==> src/rtl/vga_timing_gen.sv <==
// rtl/vga_timing_gen.sv - parametrised VGA raster timing generator with pixel-enable
// Optional frame counter register enabled by defining VGA_FRAME_COUNT_EN.
module vga_timing_gen #(
    parameter int   H_ACTIVE = 640,
    parameter int   H_FP     = 16,
    parameter int   H_SYNC   = 96,
    parameter int   H_BP     = 48,
    parameter int   V_ACTIVE = 480,
    parameter int   V_FP     = 10,
    parameter int   V_SYNC   = 2,
    parameter int   V_BP     = 33,
    parameter logic SYNC_POL = 1'b0,
    parameter int   CNT_W    = 10,
    parameter int   FRAME_W  = 8
) (
    input  logic               clk,
    input  logic               reset,
    input  logic               enable,
    output logic               hsync,
    output logic               vsync,
    output logic [CNT_W-1:0]   col,
    output logic [CNT_W-1:0]   row,
    output logic               valid,
    output logic               frame_start,
    output logic               line_start,
    output logic [FRAME_W-1:0] frame_count
);

    localparam int H_TOTAL = H_ACTIVE + H_FP + H_SYNC + H_BP;
    localparam int V_TOTAL = V_ACTIVE + V_FP + V_SYNC + V_BP;

    generate
        if (H_ACTIVE == 0 || H_FP == 0 || H_SYNC == 0 || H_BP == 0 ||
            V_ACTIVE == 0 || V_FP == 0 || V_SYNC == 0 || V_BP == 0 ||
            CNT_W == 0 || FRAME_W == 0) begin : g_zero_param
            $error("vga_timing_gen: parameters must be non-zero");
        end
        if ((H_TOTAL - 1) >= (2 ** CNT_W) || (V_TOTAL - 1) >= (2 ** CNT_W)) begin : g_cnt_width
            $error("vga_timing_gen: CNT_W too narrow for H_TOTAL/V_TOTAL");
        end
    endgenerate

    localparam logic [CNT_W-1:0] H_LAST   = CNT_W'(H_TOTAL - 1);
    localparam logic [CNT_W-1:0] V_LAST   = CNT_W'(V_TOTAL - 1);
    localparam logic [CNT_W-1:0] H_VIS    = CNT_W'(H_ACTIVE);
    localparam logic [CNT_W-1:0] V_VIS    = CNT_W'(V_ACTIVE);
    localparam logic [CNT_W-1:0] HS_START = CNT_W'(H_ACTIVE + H_FP);
    localparam logic [CNT_W-1:0] HS_END   = CNT_W'(H_ACTIVE + H_FP + H_SYNC);
    localparam logic [CNT_W-1:0] VS_START = CNT_W'(V_ACTIVE + V_FP);
    localparam logic [CNT_W-1:0] VS_END   = CNT_W'(V_ACTIVE + V_FP + V_SYNC);

    logic [CNT_W-1:0] col_n;
    logic [CNT_W-1:0] row_n;
    logic             col_wrap;
    logic             hsync_n;
    logic             vsync_n;
    logic             valid_n;
    logic             line_n;
    logic             frame_n;

    // Decodes are taken from the next counts so every registered output lines up with col/row.
    always_comb begin
        col_wrap = (col == H_LAST);
        col_n    = col_wrap ? '0 : col + CNT_W'(1);
        row_n    = row;
        if (col_wrap) begin
            row_n = (row == V_LAST) ? '0 : row + CNT_W'(1);
        end
        hsync_n = ((col_n >= HS_START) && (col_n < HS_END)) ? SYNC_POL : ~SYNC_POL;
        vsync_n = ((row_n >= VS_START) && (row_n < VS_END)) ? SYNC_POL : ~SYNC_POL;
        valid_n = (col_n < H_VIS) && (row_n < V_VIS);
        line_n  = (col_n == '0);
        frame_n = line_n && (row_n == '0);
    end

    always_ff @(posedge clk or posedge reset) begin
        if (reset) begin
            col         <= H_LAST;
            row         <= V_LAST;
            hsync       <= ~SYNC_POL;
            vsync       <= ~SYNC_POL;
            valid       <= 1'b0;
            frame_start <= 1'b0;
            line_start  <= 1'b0;
        end else begin
            frame_start <= 1'b0;
            line_start  <= 1'b0;
            if (enable) begin
                col         <= col_n;
                row         <= row_n;
                hsync       <= hsync_n;
                vsync       <= vsync_n;
                valid       <= valid_n;
                frame_start <= frame_n;
                line_start  <= line_n;
            end
        end
    end

`ifdef VGA_FRAME_COUNT_EN
    logic [FRAME_W-1:0] frame_q;

    // Starts at all ones so the first frame after reset is numbered 0.
    always_ff @(posedge clk or posedge reset) begin
        if (reset) begin
            frame_q <= '1;
        end else if (enable && frame_n) begin
            frame_q <= frame_q + FRAME_W'(1);
        end
    end

    assign frame_count = frame_q;
`else
    assign frame_count = '0;
`endif

endmodule
==> config.mk <==
export PLATFORM = sky130hd
export DESIGN_NAME = vga_timing_gen
export DESIGN_NICKNAME = d
export VERILOG_FILES = /design/src/rtl/vga_timing_gen.sv
export SDC_FILE = /design/constraint.sdc
export NUM_CORES = 1
export LEC_CHECK = 0
export CORE_MARGIN = 2
export CORE_UTILIZATION = 35
export CTS_CLUSTER_DIAMETER = 80
export DETAILED_ROUTE_END_ITERATION = 16
export PLACE_DENSITY_LB_ADDON = 0.15
export RECOVER_POWER = 100
export SLEW_MARGIN = 15
export SYNTH_ARGS = -nofsm -noshare
export SYNTH_HDL_FRONTEND = slang
export SYNTH_SLANG_ARGS = --single-unit
export TNS_END_PERCENT = 5
==> constraint.sdc <==
create_clock -name clk -period 2.75 [get_ports clk]
set_input_delay 0.55 -clock clk [delete_from_list [all_inputs] [get_ports clk]]
set_output_delay 0.55 -clock clk [all_outputs]
set_load 0.005 [all_outputs]
==> results of run 1 <==
## Yosys cell counts (all sizes together) (6+ instances only)
library cell	n	area, um^2
nand2	18	67.6
dfrtp	13	325
nand4	9	62.6
nor3	6	30.0
clkbuf	8	30.0
a21oi	11	55.1
inv	8	30.0
xnor2	8	70.1
nand3	13	70.1
dfstp	12	315
nor2	11	41.3
xor2	6	52.6
o21ai	13	65.1
buf	16	109
## cells by family after synthesis
logic type                 after synthesis
and+or+nand+nor                         77
AOI/OAI and AO/OA                       45
buffers and inverters                   32
DFF                                     25
xor gates and xnor gates                14
adders and majority gates                4
muxes                                    4
other                                    1
## sequential cells by signal, indices dropped and copies added (netlist names)
register and count:
frame_start 1, line_start 1, row 10, valid 1, vsync 1, col 10, hsync 1
## tightest hold or removal path, delay by kind of cell, from the launching register on
kind	cells	cell delay (ns)
flops	1	0.38
simple gates	1	0.10
compound gates	1	0.06
## per-layer routing
metal	share of wire, %	vias to the layer above	GRT usage, %
met4	0.84	0	4.76
met5	0	-	0
met3	3.9	4	2.54
li1	-	771	-
met2	49	37	26.4
met1	46	727	22.4
## area by class of cell
class,count,share of cell area (%)
sequential,25,30.5
inverter,8,1.43
timing repair buffer,37,15.2
clock buffer,4,2.14
multi-input combinational,152,46.8
tap,67,3.99
## power by group through the flow
stage               combinational, W  clock, W  sequential, W
global route                0.000529  0.000250       0.000598
finish                      0.000475  0.000223       0.000577
floorplan                   0.000335         0       0.000544
detailed placement          0.000497         0       0.000593
global placement            0.000501         0       0.000594
CTS                         0.000500  0.000236       0.000588
## per-stage QoR
stage                     total power (W)  util [%]  cells  setup slack [ns]  hold WS [ns]
after floorplan                  0.000879         -    209             0.296         0.479
after global placement            0.00110      43.4    289             0.207         0.502
after detailed placement          0.00109      43.4    289             0.164         0.508
after CTS                         0.00132      44.3    293             0.146         0.527
after global routing              0.00138      43.9    293           0.00259         0.585
final                             0.00128      43.9    293             0.194         0.542
## path summary, 6_finish.rpt
kind / from / endpoint / slack (ns)
max in group asynchronous: reset / col[5]$_DFFE_PP0P_ / 0.78
min in group asynchronous: reset / row[0]$_DFFE_PP0P_ / 1.17
max: col[0]$_DFFE_PP1P_ / valid$_DFFE_PP0P_ / 0.19
max reg2reg: col[0]$_DFFE_PP1P_ / valid$_DFFE_PP0P_ / 0.19
min: hsync$_DFFE_PP1P_ / hsync$_DFFE_PP1P_ / 0.54
min reg2reg: hsync$_DFFE_PP1P_ / hsync$_DFFE_PP1P_ / 0.54
==> impl_results.md, run 1 <==
- Outcome: completed
- Required @ worst endpoint: 2.92 ns
- Inserted Diodes: 0
- WP depth: 8
- Post-CTS setup repair buffer count: 0
- Wire length per cell: approximately 14 um
- Tightest Pin Transition: 1.37 ns
- Worst Hold Class: flip-flop to flip-flop
- Simple-gate portion of the synthesized area: 25.0%
- Routed Antenna Nets: 0
- Comb power frac: a little under two fifths
- Slowest CP cell: dfstp_2
- Die area: 0.00561 mm^2
- Htree depth: 1
- Switch Pwr: around 0.00046 W
- Area after DPL: about 0.0021 mm^2
- DR iter-0 viols: 51
- FMAX: around 390 MHz
- DRT Pass-1 Iters: 4
- Register area: between 600 and 700 um^2
- WHS Path Cells: 2
- Final hold viol count: 0
- P&R area growth vs syn: 19.4%
- Core area: roughly 0.0048 mm^2
- Most common cell after layout, fill and taps aside: nand2_1
- Final cycle utilization of the critical path: ~93%
- Fill count: between 400 and 500
- Type of origin of the critical path: flip-flop
- Congestion Overflow GR: 0
- P per Cell Area: between 600 and 700 mW/mm^2
- Antenna violations before repair: 0
- Worst Skew: between 0.004 and 0.005 ns
- Adder-Cell Fraction of Synth Area: ~2.8%
- CTS Buf Count: 3
- Total GRT Usage: roughly 16%
- Crit-path cells: ha_1 -> and4_1 -> buf_4 -> nand3_2 -> nor3_2 -> xnor2_1 -> or4_4 -> a22o_1
- Commonest cells after routing, fill and taps aside: nand2_1 (18), clkdlybuf4s50_1 (16), o21ai_0 (13), dfrtp_1 (13), nand3_1 (12)
- Die extent in x: around 75 um
- Final setup violation count: 0
- Kind of critical path: flip-flop to flip-flop
- First-pass GRT wire length: roughly 7100 um
- Part of the power in registers: 45.2%
- Hold buffers post-CTS: 0
- Final instance area: ~0.0021 mm^2
- Switching Fraction: 35.7%
- Max-cap viol count: 0
- Clock latency on the worst-skew pair: ~0.27 ns
- Synth Area in Compound Gates: 16.4%
- CTS tree: built
- DRC violations left: 0
- CP arrival: between 2 and 3 ns
- Main combinational cell family by area after synthesis: simple AND/OR/NAND/NOR gates
- Sequential share of the synthesized area: between 30 and 40%
- Avg Cell Area, Syn: 8.71 um^2
- Vias in the first global route: 1472
- Post-detailed-routing wire length: 4150 um
- Mux cell area share after synthesis: about 2.6%
- Max FO, Critical Path: 8
- Peak supply drop: ~0.37 mV
- Nets@finish: 234
- LEAKAGE: roughly 0.84 nW
- Int Pwr: a little over 0.0008 W
- Layout cells sized above 1: under 10%
- Synthesized flop and latch total: 25
- Ys Warns: 0
- Longest Clk Path Bufs: 2
- Asr flop ratio synth: 100%
- Top Ports: 36
- CTS Sinks: 25
- Post-synth EDFFs: 0
- CP max stage delay: around 0.60 ns
- Worst r2r path cells: 8
- Root buffer cell: clkbuf_8
- Normalized max-slew margin: 8.88%
- Max-slew violation count: 0
- Number of vias per cell: between 5 and 6
- Cell variety after synth: 47
- HPWL after DPL: approximately 3000 um
- Min cycle time layout: approximately 2.6 ns
- Num rows: 25
- Worst Setup End Kind: flip-flop
- Clock share of power: roughly 18%
- Input/output buffers: 27
- Worst path top cell family by delay: simple AND/OR/NAND/NOR gates
- Post-cts resize count: 0
- Worst-path clk slew: ~0.09 ns
- Post-synthesis xor/xnor area fraction: roughly 7%
- Synth Instances: 202
- Die height: 74.9 um
- GPL Wtd Cong: 0.837
- Vias: between 1.5k and 2k
- Ys flop type: dfrtp_1
- Multi-input logic area: just under 0.001 mm^2
- Largest net degree at the start of global routing: 26
- Starting Density: between 30 and 40%
- RSZ-0062 raised after global routing: false
- CP bufs+invs: 1
- Setup_tns: 0 ns
- Cell area after synthesis: between 0.0015 and 0.002 mm^2
Power figures use the tool's default switching activity.
==> inputs of run 2 (changes only) <==
- CORE_ASPECT_RATIO: not set -> 0.75
==> run 2 against run 1 <==
- the run now ends with design-rule violations left
- largest power group is now combinational logic
- worst hold slack got worse by 0.030 ns
- combinational power increased by 15%
- global-route usage rose by 0.27 points
- sequential cell count unchanged
- via count grew 2.2%
- die area increased by 0.10%
- critical endpoint unchanged
- sequential share of layout area shrank 0.23 points
- setup slack improved by 0.0071 ns
==> impl_results.md, run 2 (synthesis results as in run 1) <==
- Crit-path cells: ha_1 -> and4_1 -> buf_4 -> nand3_2 -> nor3_1 -> xnor2_1 -> or4_4 -> a22o_1
- Normalized max-slew margin: 6.67% (-2.2 points)
- Wire length per cell: 15.0 um (+5.8%)
- Final setup violation count: 0 (unchanged)
- Type of origin of the critical path: flip-flop
- Starting Density: 36.1% (-0.65 points)
- WHS Path Cells: 2 (unchanged)
- Kind of critical path: flip-flop to flip-flop
- Core area: 0.00487 mm^2 (+1.8%)
- Hold path start: hsync$_DFFE_PP1P_
- Min cycle time layout: 2.55 ns (-0.00710 ns)
- Antenna violations before repair: 0 (unchanged)
- Commonest cells after routing, fill and taps aside: nand2_1 (18), clkdlybuf4s50_1 (17), o21ai_0 (13), dfrtp_1 (13), nand3_1 (12)
- Most common cell after layout, fill and taps aside: nand2_1
- Outcome: complete, but fails checks
- Post-CTS setup repair buffer count: 0 (unchanged)
- Tightest Pin Transition: 1.40 ns (+0.0332 ns)
- P&R area growth vs syn: 20.3%
- Hold worst-path end: hsync$_DFFE_PP1P_
- Required @ worst endpoint: 2.92 ns (about the same)
- Vias in the first global route: 1433 (-2.6%)
- CTS tree: built
- DR iter-0 viols: 133 (+160%)
- Final cycle utilization of the critical path: 92.7% (-0.26 points)
- Htree depth: 1 (unchanged)
- Worst R2R End: valid$_DFFE_PP0P_
- Area after DPL: 0.00210 mm^2 (+1.4%)
- Die height: 65.4 um (-13%)
- RSZ-0062 raised after global routing: false
- CP max stage delay: 0.59 ns (about the same)
- Max-cap viol count: 0 (unchanged)
- Largest net degree at the start of global routing: 26 (unchanged)
- GPL Wtd Cong: 0.841 (+0.53%)
- Post-detailed-routing wire length: 4360 um (+5.1%)
- Failing checks: design-rule violations
- Die area: 0.00562 mm^2 (+0.10%)
- CTS Sinks: 25 (unchanged)
- Slowest CP cell: dfstp_2
- Input/output buffers: 27 (unchanged)
- Worst-path clk slew: 0.09 ns (about the same)
- First-pass GRT wire length: 7250 um (+1.6%)
- Worst Setup End Kind: flip-flop
- Setup_tns: 0 ns (unchanged)
- HPWL after DPL: 3260 um (+7.5%)
- Layout cells sized above 1: 9.09% (+1.1 points)
- Peak supply drop: 0.330 mV (-12%)
- Routed Antenna Nets: 0 (unchanged)
- Worst r2r path cells: 8 (unchanged)
- Die extent in x: 85.9 um (+15%)
- Num rows: 22 (-12%)
- Total GRT Usage: 16.5% (+0.27 points)
- Max-slew violation count: 0 (unchanged)
- Final hold viol count: 0 (unchanged)
- Top Ports: 36 (unchanged)
- Clock latency on the worst-skew pair: 0.27 ns (about the same)
- LEAKAGE: 0.849 nW (+0.61%)
- R2r startpoint: col[1]$_DFFE_PP1P_
- R2R Setup Slk: 0.20 ns (about the same)
- Worst Skew: 0.00150 ns (-0.00252 ns)
- DRC violations left: 3 (+3)
- P per Cell Area: 619 mW/mm^2 (+1.9%)
- CP bufs+invs: 1 (unchanged)
- DRT Pass-1 Iters: 11 (+7)
- CP arrival: 2.72 ns (about the same)
- Worst path top cell family by delay: simple AND/OR/NAND/NOR gates
- Number of vias per cell: 5.41 (+2.9%)
- Nets@finish: 239 (+2.1%)
- Root buffer cell: clkbuf_8
- Congestion Overflow GR: 0 (unchanged)
- Top Registers: col: 10 flops, row: 10 flops
- Inserted Diodes: 0 (unchanged)
- CTS Buf Count: 3 (unchanged)
- FMAX: 392 MHz (+0.28%)
- Longest Clk Path Bufs: 2 (unchanged)
- Final instance area: 0.00212 mm^2 (+0.77%)
- Worst Hold Class: flip-flop to flip-flop
- Vias: 1573 (+2.2%)
- Max FO, Critical Path: 7 (-1)
run 2: cell count changes in the layout (fill, tap and decap cells not counted), sizes merged:
| cell | before | now |
|---|---|---|
| clkbuf | 11 | 13 |
| clkdlybuf4s50 | 16 | 17 |
| dlygate4sd3 | 11 | 10 |
| buf | 3 | 5 |
| clkinvlp | 0 | 1 |
run 2: cell type report:
class	count	area [um^2]
Inverter	8	30.0
Fill cell	491	2760
Timing Repair Buffer	42	345
Multi-Input combinational cell	152	977
Clock inverter	1	7.51
Tap cell	60	75.1
Clock buffer	3	41.3
Sequential cell	25	641
run 2: tightest hold or removal path: stages (launching register included):
cell and delay (ns):
dfstp_1 0.38, nor2_1 0.08, a41oi_1 0.05
run 2: layer usage:
metal  vias to the layer above  routed length (um)  track usage (%)  share of wire (%)
met4                         0                   7             3.57               0.16
met1                       734                2340             26.3                 54
met3                         2                 256             3.27                5.9
met2                        59                1760             22.5                 40
li1                        778                   -                -                  -
met5                         -                   0                0                  0
run 2: timing repair:
action,4_1_cts,5_1_grt
hold buffers,0,0
gates resized for setup,0,1
endpoints found under the setup margin,0,2
run 2: metrics by stage:
stage | total power, W | setup slack [ns] | hold slack (ns) | utilization (%) | instances
2_1_floorplan | 0.000879 | 0.296 | 0.479 | - | 209
3_3_place_gp | 0.00113 | 0.236 | 0.493 | 43.2 | 287
3_5_place_dp | 0.00113 | 0.164 | 0.488 | 43.2 | 287
4_1_cts | 0.00136 | 0.139 | 0.508 | 44.2 | 291
5_1_grt | 0.00142 | 0.0198 | 0.549 | 43.5 | 291
6_report | 0.00131 | 0.201 | 0.512 | 43.5 | 291
run 2: worst max path at each step:
stage | end | cells past startpoint | from | slack [ns]
CTS | valid$_DFFE_PP0P_ | 7 | col[1]$_DFFE_PP1P_ | 0.14
finish | valid$_DFFE_PP0P_ | 8 | col[1]$_DFFE_PP1P_ | 0.20
detailed placement | valid$_DFFE_PP0P_ | 7 | col[1]$_DFFE_PP1P_ | 0.16
floorplan | valid$_DFFE_PP0P_ | 8 | col[0]$_DFFE_PP1P_ | 0.30
global route | valid$_DFFE_PP0P_ | 8 | col[1]$_DFFE_PP1P_ | 0.02
global placement | valid$_DFFE_PP0P_ | 7 | col[1]$_DFFE_PP1P_ | 0.24
run 2: where the power goes:
part,switching (W),internal (W)
clock,0.000124,0.000103
sequential,0.0000789,0.000455
combinational,0.000273,0.000275
total,0.000476,0.000834
==> patch, RTL diff (flow settings as in run 2) <==
Set the parameter `FRAME_W` to 10 (it was 8).
--- a/src/rtl/vga_timing_gen.sv
+++ b/src/rtl/vga_timing_gen.sv
@@ -12,5 +12,5 @@
     parameter logic SYNC_POL = 1'b0,
     parameter int   CNT_W    = 10,
-    parameter int   FRAME_W  = 8
+    parameter int   FRAME_W  = 10
 ) (
     input  logic               clk,
Ports: changed (resized frame_count); port bits go from 36 to 38. The function was not compared with the original's and may differ.
==> patch against run 2 <==
Worst setup slack gained 0.028 ns. Combinational power is essentially flat. First-iteration DRC count shrank 3.8%. Critical path depth is the same. Routed wire length grew 0.28%. Power grew 0.43%. Synthesized area grew 0.85%. Via count shrank 0.89%. Sequential cell count is the same. Design area grew 0.18%. Final cell count grew 0.69%. Count of clock-buffer cells in the layout is the same. Global-route usage grew 0.090 points. Highest routed layer unchanged.
==> patch: results (changes against run 2) <==
| Metric | Value |
|---|---|
| Number of setup buffers added after CTS | 0 (unchanged) |
| Overall Power | 1.32 mW (was 1.31 mW) |
| Crit Reg-Reg Startpoint | col[1] (unchanged) |
| Startpoint Class | flip-flop (unchanged) |
| Logic pwr share | 41.7% (was 41.9%) |
| Crit path DAT | 2.70 ns (was 2.72 ns) |
| CP max stage delay | 0.59 ns (about the same) |
| Switching share of power | 36.5% (was 36.3%) |
| Final Skew | 0.00978 ns (was 0.00150 ns) |
| Number of buffers added on ports | 27 (unchanged) |
| Compound-Gate Fraction of Synth Area | 16.2% (was 16.4%) |
| Post-Syn Instances | 204 (was 202) |
| Post-synth ARST share | 100% (unchanged) |
| DP Wirelength | 3220 um (was 3260 um) |
| Initial antenna violation count | 0 (unchanged) |
| Sequential share of the synthesized area | 36.1% (was 36.4%) |
| Hold Path Origin | hsync (unchanged) |
| First-pass GRT wire length | 7310 um (was 7250 um) |
| Total CTS buffers | 3 (unchanged) |
| Worst slack, placed | 0.169 ns (was 0.164 ns) |
| Fraction of layout instances using a drive strength above 1 | 8.58% (was 9.09%) |
| Clk_lat worst skew | 0.28 ns |
| Fillers | 520 (was 491) |
| Placer Congestion | 0.845 (was 0.841) |
| Layout Nets | 241 (was 239) |
| Slowest CP cell | dfstp_2 (unchanged) |
| # placed instances | 289 (was 287) |
| Netlist cell types | 47 (unchanged) |
| Seq. pwr | 0.533 mW (was 0.534 mW) |
| Final WL | 4380 um (was 4360 um) |
| Largest net degree at the start of global routing | 26 (unchanged) |
| Status | completed (was complete, but fails checks) |
| Lkg Pwr | 0.847 nW (was 0.849 nW) |
| Least-Margin Pin Slew | 1.42 ns (was 1.40 ns) |
| DRT Pass-1 Iters | 4 (was 11) |
| Initial DRC Count | 128 (was 133) |
| VDD IR max | 0.000226 V (was 0.000330 V) |
| CP delay by family, top | simple AND/OR/NAND/NOR gates (unchanged) |
| Worst-path clk slew | 0.10 ns |
| Post-synthesis xor/xnor area fraction | 6.91% (was 6.97%) |
| Vias in the first global route | 1406 (was 1433) |
| YS warnings | 0 (unchanged) |
| Mux cell area share after synthesis | 2.54% (was 2.56%) |
| Synth area leaders | dfrtp_1 (18%), dfstp_2 (18%), buf_4 (4.7%), xnor2_1 (3.9%), nand2_1 (3.8%) (was dfrtp_1 (18%), dfstp_2 (18%), xnor2_1 (4.0%), buf_4 (3.8%), nand2_1 (3.8%)) |
| Synth Area in Adders | 2.82% (was 2.84%) |
| Largest regs | col: 10 flops, row: 10 flops (unchanged) |
| Dpl cell area | 2110 sq um (was 2100 sq um) |
| GRT Util Overall | 16.6% (was 16.5%) |
| Commonest cells post-synth | nand2_1 (18), dfrtp_1 (13), o21ai_0 (13) (unchanged) |
| H-tree depth | 1 (unchanged) |
| CP Max Fanout | 7 (unchanged) |
| Type of the worst min-delay path | flip-flop to flip-flop (unchanged) |
| # diodes | 0 (unchanged) |
| Clock Path Buffers | 2 (unchanged) |
| Total number of vias | 1559 (was 1573) |
| Final hold vios | 0 (unchanged) |
| Root Buffer | clkbuf_8 (unchanged) |
| Drt via density | 5.32 (was 5.41) |
[patch: path summary, 6_finish.rpt]
check	endpoint	slack [ns]	cells past startpoint
max in group asynchronous	row[4]	0.74	3
hold / removal	hsync	0.51	2
hold reg to reg	hsync	0.51	2
setup reg to reg	valid	0.23	8
setup / recovery	valid	0.23	8
min in group asynchronous	row[5]	1.18	3
[patch: timing repair]
item | CTS | global route
resized for setup | 0 | 1
hold buffers | 0 | 0
endpoints found under the setup margin | 0 | 2
[patch: routing by layer]
| metal | up-vias | wire length [um] | GRT usage [%] |
|---|---|---|---|
| li1 | 777 | - | - |
| met1 | 740 | 2450 | 27.0 |
| met2 | 38 | 1710 | 22.1 |
| met3 | 4 | 190 | 3.27 |
| met4 | 0 | 24 | 3.52 |
| met5 | - | 0 | 0 |
[patch: area by class of cell]
cell class / count / area [sq um] / area share, %
Multi-Input combinational cell: 154 / 985 / 46.4
Sequential cell: 25 / 641 / 30.2
Timing Repair Buffer: 42 / 342 / 16.1
Tap cell: 60 / 75.1 / 3.54
Clock buffer: 3 / 41.3 / 1.95
Inverter: 8 / 30.0 / 1.42
Clock inverter: 1 / 7.51 / 0.354
[patch: worst min-delay path, delay by kind of cell, from the launching register on]
family,cells,cell delay [ns]
AO/OA/AOI/OAI,1,0.05
AND/OR/NAND/NOR,1,0.08
flip-flops,1,0.38
[patch: logic make-up (layout without fill, tap and decap cells)]
| family | Yosys count | after routing |
|---|---|---|
| mux | 4 | 4 |
| flops | 25 | 25 |
| simple gates | 77 | 77 |
| xor+xnor | 14 | 14 |
| fa+ha+maj | 4 | 4 |
| buf+inv | 34 | 54 |
| compound gates | 45 | 45 |
| other cells | 1 | 10 |
